`config.mk`:
```
export PLATFORM = sky130hd
export DESIGN_NAME = div_sequencer
export DESIGN_NICKNAME = d
export VERILOG_FILES = /design/src/rtl/div_sequencer.sv
export SDC_FILE = /design/constraint.sdc
export NUM_CORES = 1
export LEC_CHECK = 0
export CAP_MARGIN = 0
export CORE_ASPECT_RATIO = 0.75
export CORE_MARGIN = 8
export CORE_UTILIZATION = 52
export DETAILED_ROUTE_END_ITERATION = 8
export GPL_TIMING_DRIVEN = 1
export PLACE_DENSITY = 0.77
export SKIP_CTS_REPAIR_TIMING = 1
export SYNTH_ARGS = -nofsm -noshare
export SYNTH_HDL_FRONTEND = slang
export SYNTH_SLANG_ARGS = --single-unit
```
`constraint.sdc`:
```
create_clock -name clk -period 4.7 [get_ports clk]
set_clock_uncertainty 0.05 [all_clocks]
set_input_delay 1.175 -clock clk [delete_from_list [all_inputs] [get_ports clk]]
set_output_delay 1.175 -clock clk [all_outputs]
set_load 0.02 [all_outputs]
```
`src/rtl/div_sequencer.sv`:
```
// Iterative 32-bit restoring divider (div/divu) with a fixed 32-step latency and flush abort.
// Optional DIV_ZERO_FAST_EN: zero divisor finishes in one cycle and raises dz during FIN.
module div_sequencer (
    input  logic        clk,
    input  logic        rstn,
    input  logic        start,
    input  logic        sign,
    input  logic [31:0] dividend,
    input  logic [31:0] divisor,
    input  logic        flush,
    output logic        busy,
    output logic        done,
    output logic [31:0] hi,
    output logic [31:0] lo
`ifdef DIV_ZERO_FAST_EN
    ,
    output logic        dz
`endif
);

    typedef enum logic [1:0] {
        IDLE = 2'd0,
        CALC = 2'd1,
        FIN  = 2'd2
    } state_t;

    state_t      state_r, state_s;
    logic [31:0] rem_r, rem_s;
    logic [31:0] quo_r, quo_s;
    logic [31:0] dvs_r, dvs_s;
    logic [31:0] hi_r, hi_s;
    logic [31:0] lo_r, lo_s;
    logic [4:0]  cnt_r, cnt_s;
    logic        qneg_r, qneg_s;
    logic        rneg_r, rneg_s;
    logic        busy_r, done_r;
    logic [32:0] rem_sh_s;
    logic [31:0] diff_s;
    logic        accept_s;
    logic        zero_fast_s;

    function automatic logic [31:0] abs_f(input logic [31:0] v, input logic en);
        if (en && v[31]) begin
            return 32'd0 - v;
        end else begin
            return v;
        end
    endfunction

    function automatic logic [31:0] neg_f(input logic [31:0] v, input logic en);
        if (en) begin
            return 32'd0 - v;
        end else begin
            return v;
        end
    endfunction

`ifdef DIV_ZERO_FAST_EN
    assign zero_fast_s = (divisor == 32'd0);
`else
    assign zero_fast_s = 1'b0;
`endif

    // Next-state, datapath step and result load.
    always_comb begin
        state_s  = state_r;
        rem_s    = rem_r;
        quo_s    = quo_r;
        dvs_s    = dvs_r;
        hi_s     = hi_r;
        lo_s     = lo_r;
        cnt_s    = cnt_r;
        qneg_s   = qneg_r;
        rneg_s   = rneg_r;
        accept_s = 1'b0;
        rem_sh_s = {1'b0, rem_r} << 1;
        rem_sh_s[0] = quo_r[31];
        diff_s   = rem_sh_s[31:0] - dvs_r;
        if (flush) begin
            state_s = IDLE;
        end else begin
            case (state_r)
                IDLE, FIN: begin
                    if (start) begin
                        accept_s = 1'b1;
                        if (zero_fast_s) begin
                            state_s = FIN;
                            lo_s    = 32'hFFFF_FFFF;
                            hi_s    = dividend;
                        end else begin
                            state_s = CALC;
                            rem_s   = 32'd0;
                            quo_s   = abs_f(dividend, sign);
                            dvs_s   = abs_f(divisor, sign);
                            qneg_s  = sign & (dividend[31] ^ divisor[31]);
                            rneg_s  = sign & dividend[31];
                            cnt_s   = 5'd0;
                        end
                    end else begin
                        state_s = IDLE;
                    end
                end
                CALC: begin
                    // Remainder lives in rem_r, dividend bits shift out of quo_r's MSB.
                    if (rem_sh_s >= {1'b0, dvs_r}) begin
                        rem_s = diff_s;
                        quo_s = {quo_r[30:0], 1'b1};
                    end else begin
                        rem_s = rem_sh_s[31:0];
                        quo_s = {quo_r[30:0], 1'b0};
                    end
                    cnt_s = cnt_r + 5'd1;
                    if (cnt_r == 5'd31) begin
                        state_s = FIN;
                        lo_s    = neg_f(quo_s, qneg_r);
                        hi_s    = neg_f(rem_s, rneg_r);
                    end else begin
                        state_s = CALC;
                    end
                end
                default: begin
                    state_s = IDLE;
                end
            endcase
        end
    end

    // State, datapath and registered status outputs.
    always_ff @(posedge clk or negedge rstn) begin
        if (!rstn) begin
            state_r <= IDLE;
            rem_r   <= 32'd0;
            quo_r   <= 32'd0;
            dvs_r   <= 32'd0;
            hi_r    <= 32'd0;
            lo_r    <= 32'd0;
            cnt_r   <= 5'd0;
            qneg_r  <= 1'b0;
            rneg_r  <= 1'b0;
            busy_r  <= 1'b0;
            done_r  <= 1'b0;
        end else begin
            state_r <= state_s;
            rem_r   <= rem_s;
            quo_r   <= quo_s;
            dvs_r   <= dvs_s;
            hi_r    <= hi_s;
            lo_r    <= lo_s;
            cnt_r   <= cnt_s;
            qneg_r  <= qneg_s;
            rneg_r  <= rneg_s;
            busy_r  <= (state_s == CALC);
            done_r  <= (state_s == FIN);
        end
    end

`ifdef DIV_ZERO_FAST_EN
    logic dz_r;

    // Zero-divisor flag accompanies only the short-path FIN.
    always_ff @(posedge clk or negedge rstn) begin
        if (!rstn) begin
            dz_r <= 1'b0;
        end else begin
            dz_r <= accept_s & zero_fast_s;
        end
    end

    assign dz = dz_r;
`endif

    assign busy = busy_r;
    assign done = done_r;
    assign hi   = hi_r;
    assign lo   = lo_r;

endmodule

```
* Word level (Yosys, flattened, before mapping) *
Cells that the tools add are included.

storage, ports and cells
  flip-flop bits (word level) = 171
  output and inout bits = 66
  input port bits = 69
  logic and storage cells = 56

cells by class
  equal/unequal tests = 6
  magnitude comparators = 1
  bitwise gates (word level) = 4
  reductions and logical operators = 8
  muxes and demuxes = 20
  $add $sub $neg = 6

operators with widths
  cell                     number
  $mux W32                 11
  $pmux W32 S2             2
  $sub A1 B32 Y32 const A  4
  $ge A33 B32 Y1           1
  $sub A32 B32 Y32         1
  $pmux W5 S2              1
  $reduce_and A3 Y1        3
  $add A5 B1 Y5 const B    1
  $eq A5 B5 Y1 const B     1
  $mux W5                  1
  $eq A2 B1 Y1 const B     2
  $eq A2 B2 Y1 const B     2
  $mux W2                  2
  $pmux W2 S2              1
  $and A1 B1 Y1            2
  $logic_and A1 B1 Y1      2
  $logic_not A2 Y1         1
  $mux W1                  2
  $ne A2 B2 Y1 const B     1
  $reduce_bool A2 Y1       1
  $reduce_or A2 Y1         1
  $not A1 Y1               1
  $xor A1 B1 Y1            1

* Depth between registers and ports, before layout *
Gate-level depths: netlist of run 1.

  depth in word-level cells = 6
  gate-level depth with buffers = 22
  mapped depth without buffers = 18

* Least setup slack after synthesis of run 1 *
Ideal clock, no wire load.

  path kind = flip-flop to flip-flop
  start point = reg rem_r[12]
  end point = reg hi_r[26], in the netlist hi[26]
  library setup time = 0.126 ns
  stages on the path, launching flop included = 22
  period minus slack after synthesis = 4.854 ns
  setup slack = -0.154 ns
  data arrival time = 4.678 ns
  required time = 4.524 ns
  path through = dfrtp_1 -> ha_1 -> buf_2 -> and4_4 -> and4_1 -> a21boi_1 -> o31ai_4 -> nand2_4 -> buf_2 -> buf_2 -> buf_1 -> nand2_1 -> o21ai_0 -> ha_1 -> nand3b_1 -> or4_1 -> nor3_1 -> a41oi_1 -> or2_1 -> nor4_1 -> mux2i_1 -> a221o_1

on the way
  longest elaborated chain between the ends = 6

RTL lines
  element                                                    line     source
  from (decl)                                                28       logic [31:0] rem_r, rem_s;
  from (signal assigned)                                     144      rem_r <= rem_s;
  $sub A32 B32 Y32 / $ge A33 B32 Y1 (equally long branches)  78, 105
  $mux W32 *                                                 105      if (rem_sh_s >= {1'b0, dvs_r}) begin
  $mux W32 *                                                 82       case (state_r)
  $mux W32 *                                                 79       if (flush) begin
  $sub A1 B32 Y32                                            52       return 32'd0 - v;
  $mux W32 *                                                 51       if (en) begin
  to (signal assigned)                                       147      hi_r <= hi_s;
  to (decl)                                                  31       logic [31:0] hi_r, hi_s;

Every way passes the cells marked *; elsewhere a longest branch is shown, timed or not. The select of a mux whose other input is x is not followed.
A chain may end at the register's enable or synchronous reset.

* Worst setup path in the final report of run 1 *
  start point = reg rem_r[6]
  end point = reg hi_r[26], in the netlist hi[26]

The elaborated chain is that of the path after synthesis.

==> results of run 1 <==
-- final cells by class --
class / instances / area (um2) / share of cell area, %
Inverter: 57 / 214 / 1.46
Sequential cell: 171 / 4280 / 29.2
Tap cell: 300 / 375 / 2.56
Multi-Input combinational cell: 1210 / 7480 / 51.1
Timing Repair Buffer: 186 / 1730 / 11.8
Clock buffer: 18 / 429 / 2.93
Clock inverter: 14 / 128 / 0.872
-- power by group through the flow --
stage / sequential (uW) / combinational [uW] / clock (uW)
2_1_floorplan: 1800 / 1490 / 0
3_3_place_gp: 1880 / 2110 / 0
3_5_place_dp: 1890 / 2140 / 0
4_1_cts: 1860 / 2150 / 1390
5_1_grt: 1900 / 2430 / 1450
6_report: 1870 / 2230 / 1380
-- stage by stage --
stage	worst slack, ns	utilization, %
final	0.230	63.5
after detailed placement	0.170	60.8
after floorplan	0.0452	-
after global routing	0.00566	63.5
after CTS	0.144	63.2
after global placement	0.252	60.8
-- placed cells by master, fill, tap and decap left out, drive strengths merged, types with 6 or more instances in the layout --
master,netlist,routed
nand2,236,236
o21ai,208,208
dfrtp,171,171
clkdlybuf4s50,0,133
nor2,106,106
a21oi,103,103
xor2,76,76
inv,56,63
buf,29,53
xnor2,52,52
ha,38,38
o31ai,35,35
nor3,28,28
nand4,22,22
nor4,21,21
nand3,20,20
mux2i,19,19
o41ai,19,19
or3,19,19
clkbuf,54,18
nand2b,16,16
or4,14,14
a21o,13,13
a31oi,12,12
a211oi,11,11
and2,9,9
a22o,9,9
or2,9,9
and4,8,8
a22oi,7,7
o21a,6,6
nor2b,6,6
-- state kept, by name, summed over array words and instances, names as in the netlist --
register  flops
dvs_r        32
hi           32
lo           32
quo_r        32
rem_r        32
cnt_r         5
state_r       2
busy          1
done          1
qneg_r        1
rneg_r        1
-- cell families (layout without fill, tap and decap cells) --
group / Yosys count / after routing
DFF: 171 / 171
adders and majority gates: 39 / 39
buffers and inverters: 140 / 275
AOI/OAI and AO/OA: 483 / 483
muxes: 23 / 23
xor gates and xnor gates: 128 / 128
and+or+nand+nor: 537 / 537
-- path summary, 6_finish.rpt --
path                                           start                   end  slack, ns  cells after the start
worst max-delay path            rem_r[6]$_DFFE_PN0P_    hi[26]$_DFFE_PN0P_       0.23                     17
worst min-delay path              lo[31]$_DFFE_PN0P_    lo[31]$_DFFE_PN0P_       0.43                      2
min in group asynchronous                       rstn  dvs_r[8]$_DFFE_PN0P_       0.71                      1
worst min register to register    lo[31]$_DFFE_PN0P_    lo[31]$_DFFE_PN0P_       0.43                      2
max in group asynchronous                       rstn    lo[31]$_DFFE_PN0P_       2.81                      2
worst max register to register  rem_r[6]$_DFFE_PN0P_    hi[26]$_DFFE_PN0P_       0.23                     17
-- layer usage --
layer  global-route usage, %  share of wire (%)  routed length [um]
met5                       0                  0                   0
met2                    34.9                 40               14900
met1                    41.4                 49               18600
met4                    7.02                1.6                 595
met3                    5.72                9.5                3570
-- tightest hold or removal path: cells and delay by family (launching register included) --
kind	cells	cell delay [ns]
AND/OR/NAND/NOR	1	0.04
AO/OA/AOI/OAI	1	0.06
flip-flops	1	0.34
==> flow_summary.ini, run 1 <==
[status]
outcome = finished, final reports clean

[sta]
whs_ns = 0.429
setup_tns_ns = 0
maxSlewViolCount = 0
hold_viol = 0
grt_setup_unrepaired = false
slew_headroom_pct = 30.4
period_share_pct = 95.1
finalCriticalPeriod_ns = 4.47
final-setup-viol-count = 0
fmax_mhz = 224
max_slew.worst_pin.slew_ns = 1.04

[routing]
viasPerCell = 6.06
wirelength_um = 37700
drtIter0Drc = 1480
dr.pass1.iters = 6
final_antenna_net_count = 0
drcViolationCount = 0
via_count = 11860
post_drt_wl_per_cell_um = 19.3

[yosys]
synth_top_family_by_area = compound AO/OA/AOI/OAI gates
synthTopCellsByArea = dfrtp_1, o21ai_0, nand2_1, xor2_1, a21oi_1
synth_area_leader_cell = dfrtp_1
synthXorXnorAreaFrac_pct = 9.16
yosysMostFrequentCell = nand2_1
synth_ff_type = dfrtp_1
synth_area_um2 = 12200
synth_cells = 1521
synth_cell_type_count = 84
ys_ff_latch = 171
synth_fa_ha_area_share_pct = 4.05
yosysWarnings = 0
ys_seq_area_share_pct = 35.0
synth_edf_count = 0
syn-num-nets = 1629
yosys-top-cells-count = nand2_1, o21ai_0, dfrtp_1
yosys.area_share.simple_pct = 20.9
async_reset_ff_share_pct = 100
yosys-mux-area-fraction_pct = 1.92
synth.avg_cell_area_um2 = 8.05
synth_compound_area_share_pct = 24.4
synth_top_area_share_pct = 35.0

[power_and_ir_drop]
power_density_nw_per_um2 = 374
power.leakage_uw = 0.00617
power.total_uw = 5480
p_clk_share_pct = 25.2
power.internal_uw = 3200
ir_drop_uv = 306
power_switching_uw = 2280
swShare_pct = 41.6
power_frac_seq_pct = 34.2
combPwrFrac_pct = 40.6

[worst_setup_path]
critPathCaptureType = flop
slowest_delay_ns = 0.57
startpoint_type = flop
path_cells = ha_2, and3_1, and4_1, a21boi_2, o31ai_4, nand2_4, inv_1, mux2i_1, ha_1, nand3b_1, or4_1, nor3_1, a41oi_1, or2_1, nor4_2, mux2i_1, a221o_1
crit_family = simple AND/OR/NAND/NOR gates
cp.required_ns = 4.97
crit_slowest_cell = dfrtp_1
critPathMaxFanout = 9
worstSetupPathType = flop to flop
cpMostUsedCell = mux2i_1
path_buf_inv = 1
crit_arrival_ns = 4.74

[die]
start_util_pct = 53.1
dieWidth_um = 193
die_h_um = 149
die_area_um2 = 28800
rows = 48
core_um2 = 23100
io_pins = 135

[finish]
antenna_cells = 0
final_cells = 1956
nets = 1751
syn_to_final_growth_pct = 19.6
final_area_um2 = 14600
nFillCells = 2046
drive_above_1_share_pct = 7.85

[clock_tree]
htree_levels = 4
clockRootBuffer = clkbuf_16
path_clk_slew_ns = 0.08
cts_made_buffers = 17
clk_latency_ns = 0.45
numClockSinks = 171
cts_buffer_depth = 2
cts_tree = built

[global_routing]
grt_remaining_overflow = 0
grt_util_all_layers_pct = 26.3
grt_pass1_vias = 10902
antenna_found_initial = 0
grt_pass1_wl_um = 60000
grt_max_degree = 92

[worst_hold_path]
min_path_type = flop to flop

[place]
dpl_cell_area_um2 = 14000
place_inst = 1924
io_buffers = 134
routabilityCongestion = 0.951
place_hpwl_um = 29200

[flow_run]
drv_cap = 0
Power figures use the tool's default switching activity.
==> inputs of run 2 (changes only) <==
SLEW_MARGIN = 20   (was not set)
==> results of run 2 <==
Final layout, timing and power as in run 1 (identical DEF).
==> inputs of run 3 (changes only) <==
CTS_CLUSTER_SIZE = 40   (was not set)
SETUP_SLACK_MARGIN = 0.15   (was not set)
==> flow_summary.ini, run 3 (synthesis gave the netlist of run 1 again) <==
[clock_tree]
path_clk_slew_ns = 0.07
cts_tree = built
clockRootBuffer = clkbuf_16
clk_latency_ns = 0.45
cts_buffer_depth = 2
numClockSinks = 171
htree_levels = 4
cts_made_buffers = 17

[sta]
final-setup-viol-count = 0
finalCriticalPeriod_ns = 4.39
hold_viol = 0
fin_ws_ns = 0.313
setup_tns_ns = 0
slew_headroom_pct = 27.3
grt_setup_unrepaired = false
period_share_pct = 93.3
maxSlewViolCount = 0
fmax_mhz = 228
max_slew.worst_pin.slew_ns = 1.09

[power_and_ir_drop]
power_density_nw_per_um2 = 377
ir_drop_uv = 283
power.leakage_uw = 0.00624

[routing]
m1WireLength_um = 18900
wl_met2_um = 14900
wirelength_um = 38300
via_count = 11987
viasPerCell = 6.10
post_drt_wl_per_cell_um = 19.5
wl_met3_um = 3960
dr.pass1.iters = 5
highest_layer = met4
final_antenna_net_count = 0
drcViolationCount = 0
drtIter0Drc = 1225

[die]
rows = 48
start_util_pct = 53.1
die_h_um = 149
core_um2 = 23100
io_pins = 135
die_area_um2 = 28800
dieWidth_um = 193

[worst_setup_path]
path_cells = ha_1, buf_4, a21oi_2, o21ai_2, a22o_4, o31ai_4, nand2_4, inv_2, mux2i_4, ha_2, nand3b_1, or4_1, nor3_1, a41oi_1, or2_1, nor4_2, mux2i_1, a221o_1
startpoint_type = flop
critPathCaptureType = flop
rrSetupSlack_ns = 0.31
crit_slowest_cell = or4_1
worstSetupPathType = flop to flop
cp.required_ns = 4.97
critPathMaxFanout = 11
crit_arrival_ns = 4.66
slowest_delay_ns = 0.49

[global_routing]
grt_pass1_wl_um = 60700
grt_util_all_layers_pct = 26.6
grt_pass1_vias = 10762
grt_remaining_overflow = 0
grt_max_degree = 88
antenna_found_initial = 0

[place]
routabilityCongestion = 0.954
dp_slack_ns = 0.0846
io_buffers = 134
place_hpwl_um = 29400

[finish]
layout_common_cells = nand2_1, o21ai_0, dfrtp_1, clkdlybuf4s50_1, nor2_1
syn_to_final_growth_pct = 21.0
drive_above_1_share_pct = 9.31
antenna_cells = 0
postLayoutCoreUtil_pct = 64.2
final_common_cell = nand2_1
nets = 1759

[worst_hold_path]
min_path_type = flop to flop

[flow_run]
drv_cap = 0

[status]
outcome = finished, final reports clean
## run 3: cell count changes in the layout (fill, tap and decap cells not counted), sizes merged
cell / delta
clkbuf: +1
clkinvlp: -3
buf: +8
inv: +3
clkinv: -1
## run 3: worst paths after layout
check	start	end	cells after the start
max in group asynchronous	rstn	lo[0]$_DFFE_PN0P_	2
min in group asynchronous	rstn	dvs_r[8]$_DFFE_PN0P_	1
setup / recovery	rem_r[7]$_DFFE_PN0P_	hi[26]$_DFFE_PN0P_	18
hold / removal	hi[5]$_DFFE_PN0P_	hi[5]$_DFFE_PN0P_	2
hold reg to reg	hi[5]$_DFFE_PN0P_	hi[5]$_DFFE_PN0P_	2
setup reg to reg	rem_r[7]$_DFFE_PN0P_	hi[26]$_DFFE_PN0P_	18
## run 3: power breakdown
part / leakage [uW] / switching [uW] / internal (uW)
clock network: 0.000286 / 708 / 724
registers: 0.00228 / 234 / 1640
logic: 0.00367 / 1390 / 890
## run 3: layer usage
metal / GRT usage (%) / vias to the layer above
met1: 42.5 / 5622
met4: 6.45 / 0
li1: - / 5755
met2: 33.9 / 561
met5: 0 / -
met3: 7.34 / 49
## run 3: layout make-up
type / count / area (um2)
Fill cell: 1987 / 8250
Multi-Input combinational cell: 1210 / 7560
Sequential cell: 171 / 4280
Timing Repair Buffer: 194 / 1810
Clock buffer: 19 / 443
Tap cell: 300 / 375
Inverter: 57 / 214
Clock inverter: 13 / 136
## run 3: per-stage QoR
step | std cells | power, uW | area, um2 | hold WS, ns
floorplan | 1521 | 3310 | 12300 | 0.400
global placement | 1928 | 4010 | 14100 | 0.410
detailed placement | 1928 | 4040 | 14100 | 0.419
CTS | 1960 | 5480 | 14700 | 0.434
global route | 1964 | 5910 | 14800 | 0.450
finish | 1964 | 5590 | 14800 | 0.428
## run 3: worst max-delay path: cells and delay by family, from the launching register on
family | cells | cell delay (ns)
AO/OA/AOI/OAI | 6 | 1.23
multiplexers | 2 | 0.36
adder cells (fa/ha/maj) | 2 | 0.53
buffers and inverters | 2 | 0.29
AND/OR/NAND/NOR | 6 | 1.35
flip-flops | 1 | 0.45
